**config.mk**
```make
export PLATFORM = sky130hd
export DESIGN_NAME = jtpang_objdma
export DESIGN_NICKNAME = d
export VERILOG_FILES = /design/src/rtl/jtpang_objdma.sv
export SDC_FILE = /design/constraint.sdc
export NUM_CORES = 1
export LEC_CHECK = 0
export BUFFER_PORTS_ARGS = -buffer_cell sky130_fd_sc_hd__buf_2
export CAP_MARGIN = 15
export CORE_MARGIN = 2
export CORE_UTILIZATION = 47
export DETAILED_ROUTE_END_ITERATION = 12
export PLACE_DENSITY = 0.8
export SLEW_MARGIN = 20
export SYNTH_ARGS = -nofsm -noshare
export SYNTH_HDL_FRONTEND = slang
export SYNTH_SLANG_ARGS = --single-unit
export TNS_END_PERCENT = 1
```
**constraint.sdc**
```tcl
create_clock -name clk -period 1.75 [get_ports clk]
set_input_delay 0.175 -clock clk [delete_from_list [all_inputs] [get_ports clk]]
set_output_delay 0.175 -clock clk [all_outputs]
set_load 0.01 [all_outputs]
```
**src/rtl/jtpang_objdma.sv**
```systemverilog
// jtpang_objdma -- object DMA controller feeding the sprite renderer.
//
// On a CPU trigger the block takes the Z80 bus (BUSRQ/BUSAK), walks the
// 2^AW-byte object attribute table through the shared VRAM read port and
// copies it into the renderer's object buffer. When the copy finishes it
// releases the bus and pulses done.
//
// Build option: JTPANG_OBJDMA_DBLBUF_EN
//   defined   : the object buffer is double-banked. Writes go to ~rd_bank
//               and the banks swap on the VS rising edge that follows a
//               completed copy.
//   undefined : single bank. buf_addr MSB and rd_bank are tied to 0.
//
// Parameters:
//   AW       object-table address width (table is 2^AW bytes)
//   WAIT_VB  1: hold a pending request until LVBL is low; 0: request at once
//
// Ports:
//   clk, rst_n  clock, asynchronous active-low reset
//   cen         transfer clock enable; one byte moves per enabled cycle
//   LVBL, VS    vertical blank (active low), vertical sync
//   dma_go      single-clk CPU trigger
//   busak_n     Z80 bus acknowledge (active low)
//   busrq       Z80 bus request (active high)
//   dma_addr    attribute RAM read address
//   dma_din     attribute RAM read data, valid one cen after dma_addr
//   buf_we      object buffer write strobe (one clk)
//   buf_addr    object buffer write address, MSB = bank
//   buf_din     object buffer write data
//   rd_bank     bank the renderer reads
//   busy        high from accepted request until the bus is released
//   done        single-clk pulse when the copy ends (normally or aborted)
module jtpang_objdma #(
   parameter int AW      = 9,
   parameter int WAIT_VB = 1
) (
   input  logic          clk,
   input  logic          rst_n,
   input  logic          cen,
   input  logic          LVBL,
   input  logic          VS,
   input  logic          dma_go,
   input  logic          busak_n,
   output logic          busrq,
   output logic [AW-1:0] dma_addr,
   input  logic [7:0]    dma_din,
   output logic          buf_we,
   output logic [AW:0]   buf_addr,
   output logic [7:0]    buf_din,
   output logic          rd_bank,
   output logic          busy,
   output logic          done
);

   typedef enum logic [1:0] {
      ST_IDLE,
      ST_REQ,
      ST_XFER,
      ST_DONE
   } state_t;

   state_t        state, state_nx;
   logic          pending;
   logic          ak_seen;     // busak_n was low on the previous cen in REQ
   logic          first_p0;    // first XFER cen: read issued, nothing to write yet
   logic          last_p0;     // read address has wrapped: next cen is the last write
   logic [AW-1:0] addr_p1;     // address whose data arrives on the next cen
   logic          wr_bank;

   logic          start, grant, step, fin, abort, rel;

   always_comb begin
      state_nx = state;
      start    = 1'b0;
      grant    = 1'b0;
      step     = 1'b0;
      fin      = 1'b0;
      abort    = 1'b0;
      rel      = 1'b0;
      if (cen) begin
         case (state)
            ST_IDLE: begin
               if (pending && (WAIT_VB == 0 || !LVBL)) begin
                  state_nx = ST_REQ;
                  start    = 1'b1;
               end
            end
            ST_REQ: begin
               if (!busak_n && ak_seen) begin
                  state_nx = ST_XFER;
                  grant    = 1'b1;
               end
            end
            ST_XFER: begin
               // Losing the bus mid-copy is illegal; end the copy without
               // marking the table as fresh.
               if (busak_n) begin
                  abort    = 1'b1;
                  state_nx = ST_DONE;
               end else begin
                  step = 1'b1;
                  if (last_p0) begin
                     fin      = 1'b1;
                     state_nx = ST_DONE;
                  end
               end
            end
            ST_DONE: begin
               if (busak_n) begin
                  rel      = 1'b1;
                  state_nx = ST_IDLE;
               end
            end
            default: state_nx = ST_IDLE;
         endcase
      end
   end

   always_ff @(posedge clk or negedge rst_n) begin
      if (!rst_n) begin
         state    <= ST_IDLE;
         pending  <= 1'b0;
         ak_seen  <= 1'b0;
         busrq    <= 1'b0;
         busy     <= 1'b0;
         done     <= 1'b0;
         first_p0 <= 1'b0;
         last_p0  <= 1'b0;
         dma_addr <= '0;
         addr_p1  <= '0;
         buf_we   <= 1'b0;
         buf_addr <= '0;
         buf_din  <= '0;
      end else begin
         state  <= state_nx;
         done   <= fin | abort;
         buf_we <= step & ~first_p0;

         // A trigger during a copy is remembered and served afterwards;
         // a new trigger wins over the clear so none is lost.
         if (dma_go)
            pending <= 1'b1;
         else if (start)
            pending <= 1'b0;

         if (start) begin
            busrq <= 1'b1;
            busy  <= 1'b1;
         end
         if (fin | abort)
            busrq <= 1'b0;
         if (rel)
            busy <= 1'b0;

         if (cen)
            ak_seen <= (state == ST_REQ) && !busak_n;

         // stage 0: read address
         if (grant) begin
            dma_addr <= '0;
            first_p0 <= 1'b1;
            last_p0  <= 1'b0;
         end
         if (step) begin
            addr_p1  <= dma_addr;
            first_p0 <= 1'b0;
            if (!last_p0) begin
               dma_addr <= dma_addr + AW'(1);
               if (dma_addr == '1)
                  last_p0 <= 1'b1;
            end
            // stage 1: data returned for addr_p1 is written
            if (!first_p0) begin
               buf_din  <= dma_din;
               buf_addr <= {wr_bank, addr_p1};
            end
         end
      end
   end

`ifdef JTPANG_OBJDMA_DBLBUF_EN
   logic vs_l;
   logic swap_pending;

   // Swap only on a VS edge after a complete copy, and never while a
   // copy is filling the back bank.
   always_ff @(posedge clk or negedge rst_n) begin
      if (!rst_n) begin
         vs_l         <= 1'b0;
         swap_pending <= 1'b0;
         rd_bank      <= 1'b0;
      end else begin
         vs_l <= VS;
         if (fin)
            swap_pending <= 1'b1;
         else if (VS && !vs_l && swap_pending && state != ST_XFER) begin
            rd_bank      <= ~rd_bank;
            swap_pending <= 1'b0;
         end
      end
   end

   assign wr_bank = ~rd_bank;
`else
   logic unused_vs;

   assign unused_vs = VS;
   assign rd_bank   = 1'b0;
   assign wr_bank   = 1'b0;
`endif

endmodule

```
### Word-level counts from Yosys, hierarchy flattened

Cells that the tools add are included.

| storage, ports and cells | value |
|---|---|
| flip-flop bits (word level) | 45 |
| output and inout port bits | 32 |
| word-level logic and storage cells | 75 |

| cells by class | value |
|---|---|
| add/subtract/negate cells | 1 |
| eq/ne operators | 8 |
| muxes and demuxes | 38 |
| bitwise logic cells | 3 |
| reductions and logical operators | 12 |

Operators by type and width:

| kind | count |
|---|---|
| $mux 1 | 29 |
| $mux 9 | 3 |
| $mux 2 | 5 |
| $add 9x1->9 const B | 1 |
| $eq 9x9->1 const B | 1 |
| $pmux 2 s4 | 1 |
| $reduce_bool 2->1 | 4 |
| $ne 2x2->1 const B | 3 |
| $reduce_and 5->1 | 1 |
| $eq 2x2->1 const B | 2 |
| $logic_and 1x1->1 | 3 |
| $ne 3x3->1 const B | 1 |
| $eq 2x1->1 const B | 1 |
| $logic_not 1->1 | 2 |
| $logic_not 2->1 | 1 |
| $reduce_and 2->1 | 1 |
| $and 1x1->1 | 1 |
| $not 1->1 | 1 |
| $or 1x1->1 | 1 |

### Logic depth before layout (Yosys ltp)

Gate-level depths: netlist of the first run.

| depth | value |
|---|---|
| word-level depth | 9 |
| gate-level depth with buffers | 6 |
| mapped depth without buffers | 6 |

### Worst setup path before layout of the first run

OpenSTA, ideal clock, no wires.

| timing | value |
|---|---|
| path kind | flip-flop to flip-flop |
| start | register state[0] |
| end | register buf_din[1] |
| setup time | 0.125 ns |
| data arrival time | 1.563 ns |
| data required time | 1.625 ns |
| path slack | 0.062 ns |
| cell stages (with the launch flop) | 7 |
| clock period less this slack | 1.688 ns |
| cells stage by stage | dfrtp_1 > inv_1 > ha_1 > nand3b_4 > nor2_4 > buf_4 > mux2_2 |

| between the ends | value |
|---|---|
| cells in the longest elaborated chain, start to end | 4 |

RTL lines:

| what | RTL line | text |
|---|---|---|
| start: declaration | 62 | `state_t state, state_nx;` |
| start signal: assignment | 135 | `state <= state_nx;` |
| $eq 2x2->1 | 81 | `case (state)` |
| $mux 1 | 81 |  |
| $mux 1 | 80 | `if (cen) begin` |
| $reduce_and 2->1 (no line) | -- |  |
| end signal: assignment | 174 | `buf_din <= dma_din;` |
| end: declaration | 49 | `output logic [7:0] buf_din,` |

No other way between the ends.
A chain may end at the register's enable or synchronous reset.

### Worst setup path after layout of the first run

| timing | value |
|---|---|
| start | register state[1] |
| end | register state[1] |

| between the ends | value |
|---|---|
| cells in the longest elaborated chain, start to end | 3 |

RTL lines:

| what | RTL line |
|---|---|
| $eq 2x2->1 (tied with other cells) | 81 |
| $ne 3x3->1 (no line) / $ne 2x2->1 (equally long branches) | -- |
| $reduce_and 5->1 (no line) | -- |

Parallel ways exist; a longest one is shown, timed or not.

==> metrics.txt, run 1 <==
ys flop type=dfrtp_1; chip width=68.9 um; CP Launch Type=register; #FFs+latches synth=45; crit share post-route=99.0%; synthesized instance count=154; DR vias=1,363; full die area=4750 sq um; Final Util=61.6%; max-slew violation count=0; Required @ worst endpoint=1.93 ns; peak supply drop=0.560 mV; cells taking the most area after synthesis=dfrtp_1 (57%), mux2_2 (15%), ha_1 (4.4%), o21ai_0 (2.5%), nor2_1 (1.7%); skew final=0.00471 ns; WP data arrival=1.92 ns; endpoints failing hold=0; clk_lat worst skew=0.29 ns; nets=235; IO buf count=43; CTS Buffer Depth=2; fillers=325; Pre-antenna DRT Iters=4; worst r2r path cells=5; DR WL/cell=14.1 um; clock sinks=45; max frequency=577 MHz; synthesized area=1980 sq um; Worst-path clk slew=0.08 ns; drt initial violations=115; Post-DRT Antenna Nets=0; yosys warns=0; WS Path Type=reg2reg; CTS Root Cell=clkbuf_8; via density per instance=5.16; PD cells=1340 nW/um^2; GRT Util Overall=16.4%; total CTS buffers=5; first-pass GRT wire length=5.65 mm; die height=68.9 um; CTS tree=yes; post-synth top area cell=dfrtp_1; most numerous cell in the Yosys netlist=dfrtp_1; multi-input logic area=806 sq um; minimum clock period=1.73 ns; number of global-route vias before repair=1,308; largest net degree at the start of global routing=46; RSZ-0062 raised after global routing=yes; Lkg Pwr=1.31 nW; Top Ports=47; total wire length=3.71 mm; share of layout cells above drive strength 1=45.3%; worst hold path cell count=2; area fraction of the dominant cell type after synthesis=56.8%; GPL Wtd Cong=0.817; Yosys cell types=35; total chip power=3.32 mW; CP endpoint kind=register; Reg area=1130 sq um; H-tree depth=2; initial antenna violation count=0; DRC viols=0; ANT cells=0; Final setup viols=0; GRT overflow=0; Rows=23; Core Box Area=4030 sq um; Post-synth EDFFs=0; sequential share of the synthesized area=56.8%; Detailed Place HPWL=2.66 mm; Hold Path Class=in2reg; synthesis-to-layout area growth=25.2%; Max-cap violations=0; most frequent cells after synthesis=dfrtp_1 (45), mux2_2 (27), o21ai_0 (10), nor2_1 (9), ha_1 (7); status=completed; Critical Path Fanout Max=5; Mapped Avg Cell Area=12.9 sq um; Initial Utilization=49.2%; FFs w/ async S/R, synth=100%
-- cell usage in the layout (no fill, tap or decap), drive strengths merged, types with 3 or more instances in the layout --
cell type,synthesis,layout
o21ai,10,10
a31oi,4,4
nand2,6,6
nand3,3,3
inv,6,6
clkbuf,0,7
nand2b,5,5
mux2,28,28
ha,7,7
nor2,11,11
buf,6,56
dfrtp,45,45
-- cell type report --
class / count / area share [%]
tap: 50 / 2.52
clock buffer: 7 / 3.48
multi-input combinational: 98 / 32.5
inverter: 6 / 0.908
timing repair buffer: 57 / 14.0
clock inverter: 1 / 1.21
sequential: 45 / 45.4
-- cell families after synthesis --
family / count (synthesis) / share of synthesized area [%]
fa+ha+maj: 7 / 4.42
simple gates: 35 / 10.4
other cells: 1 / 0.189
compound gates: 26 / 8.97
flops: 45 / 56.8
buf+inv: 12 / 3.35
mux: 28 / 15.9
-- metrics by stage --
step / area (sq um) / setup WS, ns / hold WS [ns] / setup TNS, ns / std cells
5_1_grt: 2480 / -0.0624 / 0.0997 / -0.119 / 264
2_1_floorplan: 1990 / 0.0617 / -0.121 / 0 / 155
6_report: 2480 / 0.0169 / 0.0738 / 0 / 264
4_1_cts: 2460 / 0.00858 / 0.0751 / 0 / 262
3_5_place_dp: 2330 / -0.00600 / 0.172 / -0.00916 / 253
3_3_place_gp: 2330 / 0.0295 / 0.171 / 0 / 253
-- critical path, stage by stage (launching register included) --
cell and delay (ns):
dfrtp_1 0.42, inv_1 0.08, ha_1 0.21, a221o_1 0.33, a221oi_2 0.24, mux2_1 0.35
-- metal layers --
layer | GRT usage (%) | share of wire, %
met3 | 3.08 | 4.3
met1 | 18.4 | 44
met5 | 0 | 0
met4 | 8.82 | 2.5
met2 | 29.2 | 49
-- flip-flops by register name, indices dropped and copies added (netlist names) --
name      cells
addr_p1       9
buf_addr      9
dma_addr      9
buf_din       8
state         2
ak_seen       1
buf_we        1
busrq         1
busy          1
done          1
first_p0      1
last_p0       1
pending       1
-- power by group --
group | switching (mW) | internal, mW
registers | 0.158 | 1.29
clock network | 0.327 | 0.465
logic | 0.534 | 0.542
-- worst paths after layout --
check                                             from                      to  slack, ns
max in group asynchronous                        rst_n  buf_din[6]$_DFFE_PN0P_       1.13
worst max register to register    state[1]$_DFFE_PN0P_    state[1]$_DFFE_PN0P_       0.02
worst min-delay path                            dma_go     pending$_DFFE_PN0P_       0.07
min in group asynchronous                        rst_n     pending$_DFFE_PN0P_       0.40
worst min register to register  addr_p1[7]$_DFFE_PN0P_  addr_p1[7]$_DFFE_PN0P_       0.51
worst max-delay path              state[1]$_DFFE_PN0P_    state[1]$_DFFE_PN0P_       0.02
-- timing repair --
item                                    CTS  global route
hold buffers                              1             0
pin swaps                                 1             0
endpoints found under the setup margin   18            21
buffers inserted                          0             2
resized for setup                         1             2
endpoints found under the hold margin    45             0
Note: power is estimated with default switching activity, not from simulation.
==> run 2: changes to the inputs <==
--- a/config.mk
+++ b/config.mk
@@ -8,9 +8,9 @@
 export BUFFER_PORTS_ARGS = -buffer_cell sky130_fd_sc_hd__buf_2
 export CAP_MARGIN = 15
 export CORE_MARGIN = 2
-export CORE_UTILIZATION = 47
+export CORE_UTILIZATION = 55
 export DETAILED_ROUTE_END_ITERATION = 12
-export PLACE_DENSITY = 0.8
+export PLACE_DENSITY = 0.88
 export SLEW_MARGIN = 20
 export SYNTH_ARGS = -nofsm -noshare
 export SYNTH_HDL_FRONTEND = slang
==> constraint.sdc (replaced) <==
create_clock -name clk -period 2.08 [get_ports clk]
set_input_delay 0.208 -clock clk [delete_from_list [all_inputs] [get_ports clk]]
set_output_delay 0.208 -clock clk [all_outputs]
set_load 0.01 [all_outputs]
==> run 2 against run 1 <==
Compared with the run above:
- clock power down 29%
- cell count down 5.7%
- final area down 6.0%
- via count up 0.59%
==> metrics.txt, run 2 (synthesis results as in run 1) <==
status=completed; Hold Path Class=in2reg; total wire length=3.92 mm (+5.6%); GPL Wtd Cong=0.818 (+0.13%); CP Launch Type=register; CTS Root Cell=clkbuf_4; Rows=21 (-8.7%); share of layout cells above drive strength 1=42.4% (-3.0 points); post-CTS setup buffer count=0 (unchanged); Non-Filler Instances=249 (-5.7%); first-pass GRT wire length=6.83 mm (+21%); clock sinks=45 (unchanged); DR vias=1,371 (+0.59%); Top Ports=47 (unchanged); IO buf count=43 (unchanged); WP data arrival=2.18 ns (+0.26 ns); minimum clock period=1.93 ns (+0.194 ns); GRT Util Overall=22.2% (+5.8 points); clk_lat worst skew=0.36 ns (+0.07 ns); commonest non-fill, non-tap cell in the layout=dfrtp_1; fin area=2330 sq um (-6.0%); Final Util=68.8% (+7.3 points); full die area=4100 sq um (-14%); Worst-path clk slew=0.13 ns (+0.05 ns); synthesis-to-layout area growth=17.7%; total chip power=2.59 mW (-22%); H-tree depth=2 (unchanged); die height=64.0 um (-7.1%); CTS Buffer Depth=2 (unchanged); number of global-route vias before repair=1,444 (+10%); via density per instance=5.51 (+6.6%); peak supply drop=0.640 mV (+14%); crit share post-route=92.6% (-6.4 points); DR WL/cell=15.7 um (+12%); max frequency=519 MHz (-10%); Slew headroom=63.5%; fillers=225 (-31%); initial antenna violation count=0 (unchanged); nets=224 (-4.7%); max-slew violation count=0 (unchanged); ANT cells=0 (unchanged); PD cells=1110 nW/um^2 (-17%); CTS tree=yes; Initial Utilization=58.5% (+9.3 points); total negative slack=0 ns (unchanged); Pre-antenna DRT Iters=4 (unchanged); DRC viols=0 (unchanged); Post-DRT Antenna Nets=0 (unchanged); RSZ-0062 raised after global routing=no; WS Path Type=reg2reg; placed instance count=240 (-5.1%); Final setup viols=0 (unchanged); Detailed Place HPWL=2.85 mm (+7.4%); Max-cap violations=0 (unchanged); chip width=64.0 um (-7.1%); largest net degree at the start of global routing=46 (unchanged); dpl cell area=2230 sq um (-4.2%); Critical Path Fanout Max=18 (+13); Core Box Area=3390 sq um (-16%); Lkg Pwr=1.23 nW (-6.0%); most frequent cells in the layout=dfrtp_1 (45), buf_2 (43), mux2_2 (27); GRT overflow=0 (unchanged); CP endpoint kind=register; total CTS buffers=5 (unchanged); endpoints failing hold=0 (unchanged); Required @ worst endpoint=2.34 ns (+0.41 ns); skew final=0.00620 ns (+0.00149 ns); Least-Margin Pin Slew=0.547 ns; largest registers=addr_p1 (9), buf_addr (9), dma_addr (9); drt initial violations=66 (-43%)
[run 2: cell types whose count changed in the layout (fill, tap and decap cells not counted)]
cell / change
nor2_4: +1
buf_4: -9
o21ai_1: -1
clkbuf_8: -5
ha_4: -1
buf_12: -2
clkinvlp_4: +1
ha_1: +1
nor2_2: -1
clkbuf_1: -1
clkbuf_4: +5
o21ai_0: +1
[run 2: power breakdown]
part	internal [mW]	switching (mW)	total (mW)	leakage, nW
Sequential	1.09	0.160	1.25	0.592
Clock	0.286	0.277	0.563	0.0445
Combinational	0.375	0.408	0.783	0.593
[run 2: cell type report]
class | count | area, sq um | area share (%)
multi-input cells | 98 | 798 | 34.2
clock buffers | 6 | 51.3 | 2.20
inverters | 6 | 22.5 | 0.965
well taps | 46 | 57.6 | 2.47
clock inverters | 2 | 37.5 | 1.61
flip-flops and latches | 45 | 1130 | 48.3
repair buffers | 46 | 240 | 10.3
[run 2: path summary, 6_finish.rpt]
| kind | endpoint | startpoint | slack, ns | cells after the start |
|---|---|---|---|---|
| min reg2reg | buf_addr[6]$_DFFE_PN0P_ | buf_addr[6]$_DFFE_PN0P_ | 0.52 | 1 |
| max | buf_din[4]$_DFFE_PN0P_ | state[0]$_DFFE_PN0P_ | 0.15 | 5 |
| max reg2reg | buf_din[4]$_DFFE_PN0P_ | state[0]$_DFFE_PN0P_ | 0.15 | 5 |
| min | pending$_DFFE_PN0P_ | dma_go | 0.05 | 2 |
| min in group asynchronous | addr_p1[7]$_DFFE_PN0P_ | rst_n | 0.44 | 3 |
| max in group asynchronous | busrq$_DFFE_PN0P_ | rst_n | 1.27 | 3 |
[run 2: worst max-delay path: stages (launching register included)]
cell and delay, ns:
dfrtp_1 0.44, inv_1 0.12, ha_1 0.30, nand3b_4 0.13
nor2_4 0.42, mux2_2 0.40
[run 2: metal layers]
layer  vias up  global-route usage, %  part of all wire (%)
li1        642                      -                     -
met1       664                   24.9                    39
met2        56                   38.7                    52
met3         9                   5.99                   5.7
met4         0                   11.1                   2.7
met5         -                      0                     0
[run 2: repair_timing]
| item | in CTS | in global routing |
|---|---|---|
| gates resized for setup | 0 | 1 |
| hold buffers | 1 | 0 |
| setup endpoints to repair | 0 | 1 |
| endpoints found under the hold margin | 45 | 0 |
[run 2: through the flow]
step                      setup WS [ns]  hold slack (ns)
after floorplan                   0.392          -0.0876
after global placement            0.300            0.299
after detailed placement          0.202            0.315
after CTS                         0.189           0.0383
after global routing             0.0352           0.0300
final                             0.153           0.0483
==> run 3: changes to the inputs <==
--- a/config.mk
+++ b/config.mk
@@ -5,12 +5,11 @@
 export SDC_FILE = /design/constraint.sdc
 export NUM_CORES = 1
 export LEC_CHECK = 0
+export ABC_AREA = 1
 export BUFFER_PORTS_ARGS = -buffer_cell sky130_fd_sc_hd__buf_2
-export CAP_MARGIN = 15
-export CORE_MARGIN = 2
 export CORE_UTILIZATION = 55
 export DETAILED_ROUTE_END_ITERATION = 12
-export PLACE_DENSITY = 0.88
+export PLACE_DENSITY = 0.87
 export SLEW_MARGIN = 20
 export SYNTH_ARGS = -nofsm -noshare
 export SYNTH_HDL_FRONTEND = slang
==> run 3 against run 2 <==
Compared with the run above:
- fmax is 19% higher
- clock-buffer cell count is the same
- die area decreased by 4.0%
- hold slack better by 0.039 ns
- cell count increased by 33%
- synthesized cell count up 53%
- final area grew 2.4%
- non-clock buffer count is 2 higher
- total power increased by 4.3%
- critical endpoint is now dma_addr[8]$_DFF_PN0_
- largest cell class unchanged
- largest power group unchanged
- highest routed layer unchanged
==> metrics.txt, run 3 <==
Max-cap violations=0 (unchanged); share of layout cells above drive strength 1=23.4% (-19 points); area fraction of the dominant cell type after synthesis=55.5% (-1.3 points); Rows=21 (unchanged); GPL Wtd Cong=0.841 (+2.8%); nets=307 (+37%); RSZ-0062 raised after global routing=no; CP endpoint kind=register; sequential share of the synthesized area=55.5% (-1.3 points); drt initial violations=91 (+38%); grt met3 use=6.02% (+0.036 points); PD cells=1130 nW/um^2 (+1.8%); largest registers=addr_p1 (9), buf_addr (9), dma_addr (9); CP Cell Sequence=ha_1, nand3_1, nor2_1, and3_1, ha_1, nand2_1, nand2_1; Final Util=69.4% (+0.58 points); full die area=3940 sq um (-4.0%); dpl cell area=2290 sq um (+2.8%); minimum clock period=1.62 ns (-0.311 ns); yosys warns=0 (unchanged); IO buf count=43 (unchanged); post-synth top area cell=dfrtp_1; synthesized instance count=235 (+53%); WP data arrival=1.81 ns (-0.37 ns); via density per instance=5.01 (-9.0%); NetSw=0.972 mW (+15%); Post-synth EDFFs=0 (unchanged); Yosys cell types=24 (-31%); grt peak-use layer=met2; total chip power=2.70 mW (+4.3%); clk_lat worst skew=0.30 ns (-0.06 ns); chip width=62.7 um (-2.0%); cells taking the most area after synthesis=dfrtp_1 (55%), nand2_1 (15%), inv_1 (4.4%), ha_1 (4.3%), nor2_1 (3.5%); Required @ worst endpoint=2.28 ns (-0.06 ns); max-slew violation count=0 (unchanged); #FFs+latches synth=45 (unchanged); DR vias=1,663 (+21%); Pre-antenna DRT Iters=4 (unchanged); switching share of total power=35.9% (+3.4 points); status=completed; ANT cells=0 (unchanged); Initial Utilization=59.0% (+0.49 points); Final setup viols=0 (unchanged); DRC viols=0 (unchanged); die height=62.7 um (-2.0%); endpoints failing hold=0 (unchanged); crit share post-route=77.7% (-15 points); clock sinks=45 (unchanged); ys flop type=dfrtp_1; Int Pwr=1.73 mW (-0.94%); Crit-path slowest cell=dfrtp_1; total wire length=3.91 mm (-0.13%); WS Path Type=reg2reg; FFs w/ async S/R, synth=100% (unchanged); commonest non-fill, non-tap cell in the layout=nand2_1; Post-CTS Hold Buffers=1 (unchanged); initial antenna violation count=0 (unchanged); DR WL/cell=11.8 um (-25%); peak supply drop=0.538 mV (-16%); critical path's top delay family=simple AND/OR/NAND/NOR gates; largest net degree at the start of global routing=22 (-52%); met2 usage=36.5% (-2.1 points); Non-Filler Instances=332 (+33%); Core Box Area=3440 sq um (+1.6%); GRT overflow=0 (unchanged); fin area=2390 sq um (+2.4%); number of global-route vias before repair=1,464 (+1.4%); clock share of power=19.5% (-2.2 points); Post-DRT Antenna Nets=0 (unchanged); GRT Util Overall=22.6% (+0.40 points); synthesized area=2030 sq um (+2.4%); Detailed Place HPWL=2.82 mm (-1.0%); Top Ports=47 (unchanged); Buf+Inv Stages, Crit Path=0 (-1); placed instance count=323 (+35%); CTS Root Cell=clkbuf_8; CTS Buffer Depth=2 (unchanged); Critical Path Fanout Max=7 (-11); post-CTS setup buffer count=0 (unchanged); Mapped Avg Cell Area=8.64 sq um (-33%); skew final=0.00210 ns (-0.00410 ns); Hold Path Class=in2reg; most frequent cells in the layout=nand2_1 (82), dfrtp_1 (45), buf_2 (43); Resize count post-CTS=0 (unchanged); total negative slack=0 ns (unchanged); most frequent cells after synthesis=nand2_1 (82), dfrtp_1 (45), inv_1 (24), nor2_1 (19), o21ai_0 (13); Gate power share=32.0% (+1.8 points); max frequency=619 MHz (+19%); CP Launch Type=register; Seq pwr share=48.4% (+0.3 points); CTS tree=yes; most numerous cell in the Yosys netlist=nand2_1; slowest stage delay, CP=0.49 ns (+0.05 ns); H-tree depth=2 (unchanged); synthesis-to-layout area growth=17.8% (about the same); total CTS buffers=5 (unchanged); first-pass GRT wire length=6.69 mm (-2.0%); M1 GR Usage=28.7% (+3.8 points); Worst-path clk slew=0.08 ns (-0.05 ns); Lkg Pwr=1.31 nW (+6.6%)
==> run 3: cell count changes after synthesis, moves of 5 or more <==
cell      before  now
nand2_1        6   82
mux2_2        27    0
inv_1          6   24
nor2_1         9   19
nand3_1        3   12
o21ai_2        0    6
nand2b_1       5    0
==> run 3: worst reg2reg max path: stages, from the launching register on <==
cell and delay (ns):
dfrtp_1 0.49, ha_1 0.23, nand3_1 0.11, nor2_1 0.17
and3_1 0.19, ha_1 0.22, nand2_1 0.06, nand2_1 0.05
==> run 3: power groups by stage <==
stage               Clock, mW  Combinational, mW  Sequential (mW)
finish                  0.528              0.866             1.31
global route            0.587              0.998             1.34
CTS                     0.546              0.879             1.31
detailed placement          0              0.872             1.32
global placement            0              0.839             1.31
floorplan                   0              0.484             1.39
==> run 3: per-layer routing <==
metal  routed length, um  vias to the layer above
li1                    -                      826
met1                1750                      764
met2                1830                       69
met3                 269                        4
met4                  60                        0
met5                   0                        -
==> run 3: cell type report <==
class | count | area, sq um
timing repair buffer | 48 | 255
fill | 271 | 1050
clock buffer | 6 | 72.6
multi-input combinational | 160 | 769
sequential | 45 | 1130
tap | 46 | 57.6
clock inverter | 2 | 15.0
inverter | 25 | 93.8
==> run 3: cells by family after synthesis <==
family,after synthesis,synth area share (%)
AND/OR/NAND/NOR,123,24.8
flip-flops,45,55.5
adder cells (fa/ha/maj),7,4.32
AO/OA/AOI/OAI,28,8.38
other,1,0.185
buffers and inverters,31,6.78
==> run 3: per-stage QoR <==
stage	worst slack, ns	hold slack, ns
6_report	0.463	0.0876
5_1_grt	0.358	0.105
4_1_cts	0.476	0.0797
3_5_place_dp	0.488	0.184
3_3_place_gp	0.520	0.182
2_1_floorplan	0.644	-0.0876
==> run 3: worst paths after layout <==
kind                                   startpoint                       to  slack [ns]  depth (start not counted)
max                         dma_addr[0]$_DFF_PN0_    dma_addr[8]$_DFF_PN0_        0.46                          7
min                                        dma_go      pending$_DFFE_PN0P_        0.09                          2
max reg2reg                 dma_addr[0]$_DFF_PN0_    dma_addr[8]$_DFF_PN0_        0.46                          7
min reg2reg                addr_p1[2]$_DFFE_PN0P_  buf_addr[2]$_DFFE_PN0P_        0.47                          2
max in group asynchronous                   rst_n    dma_addr[7]$_DFF_PN0_        1.14                          3
min in group asynchronous                   rst_n        busrq$_DFFE_PN0P_        0.39                          2
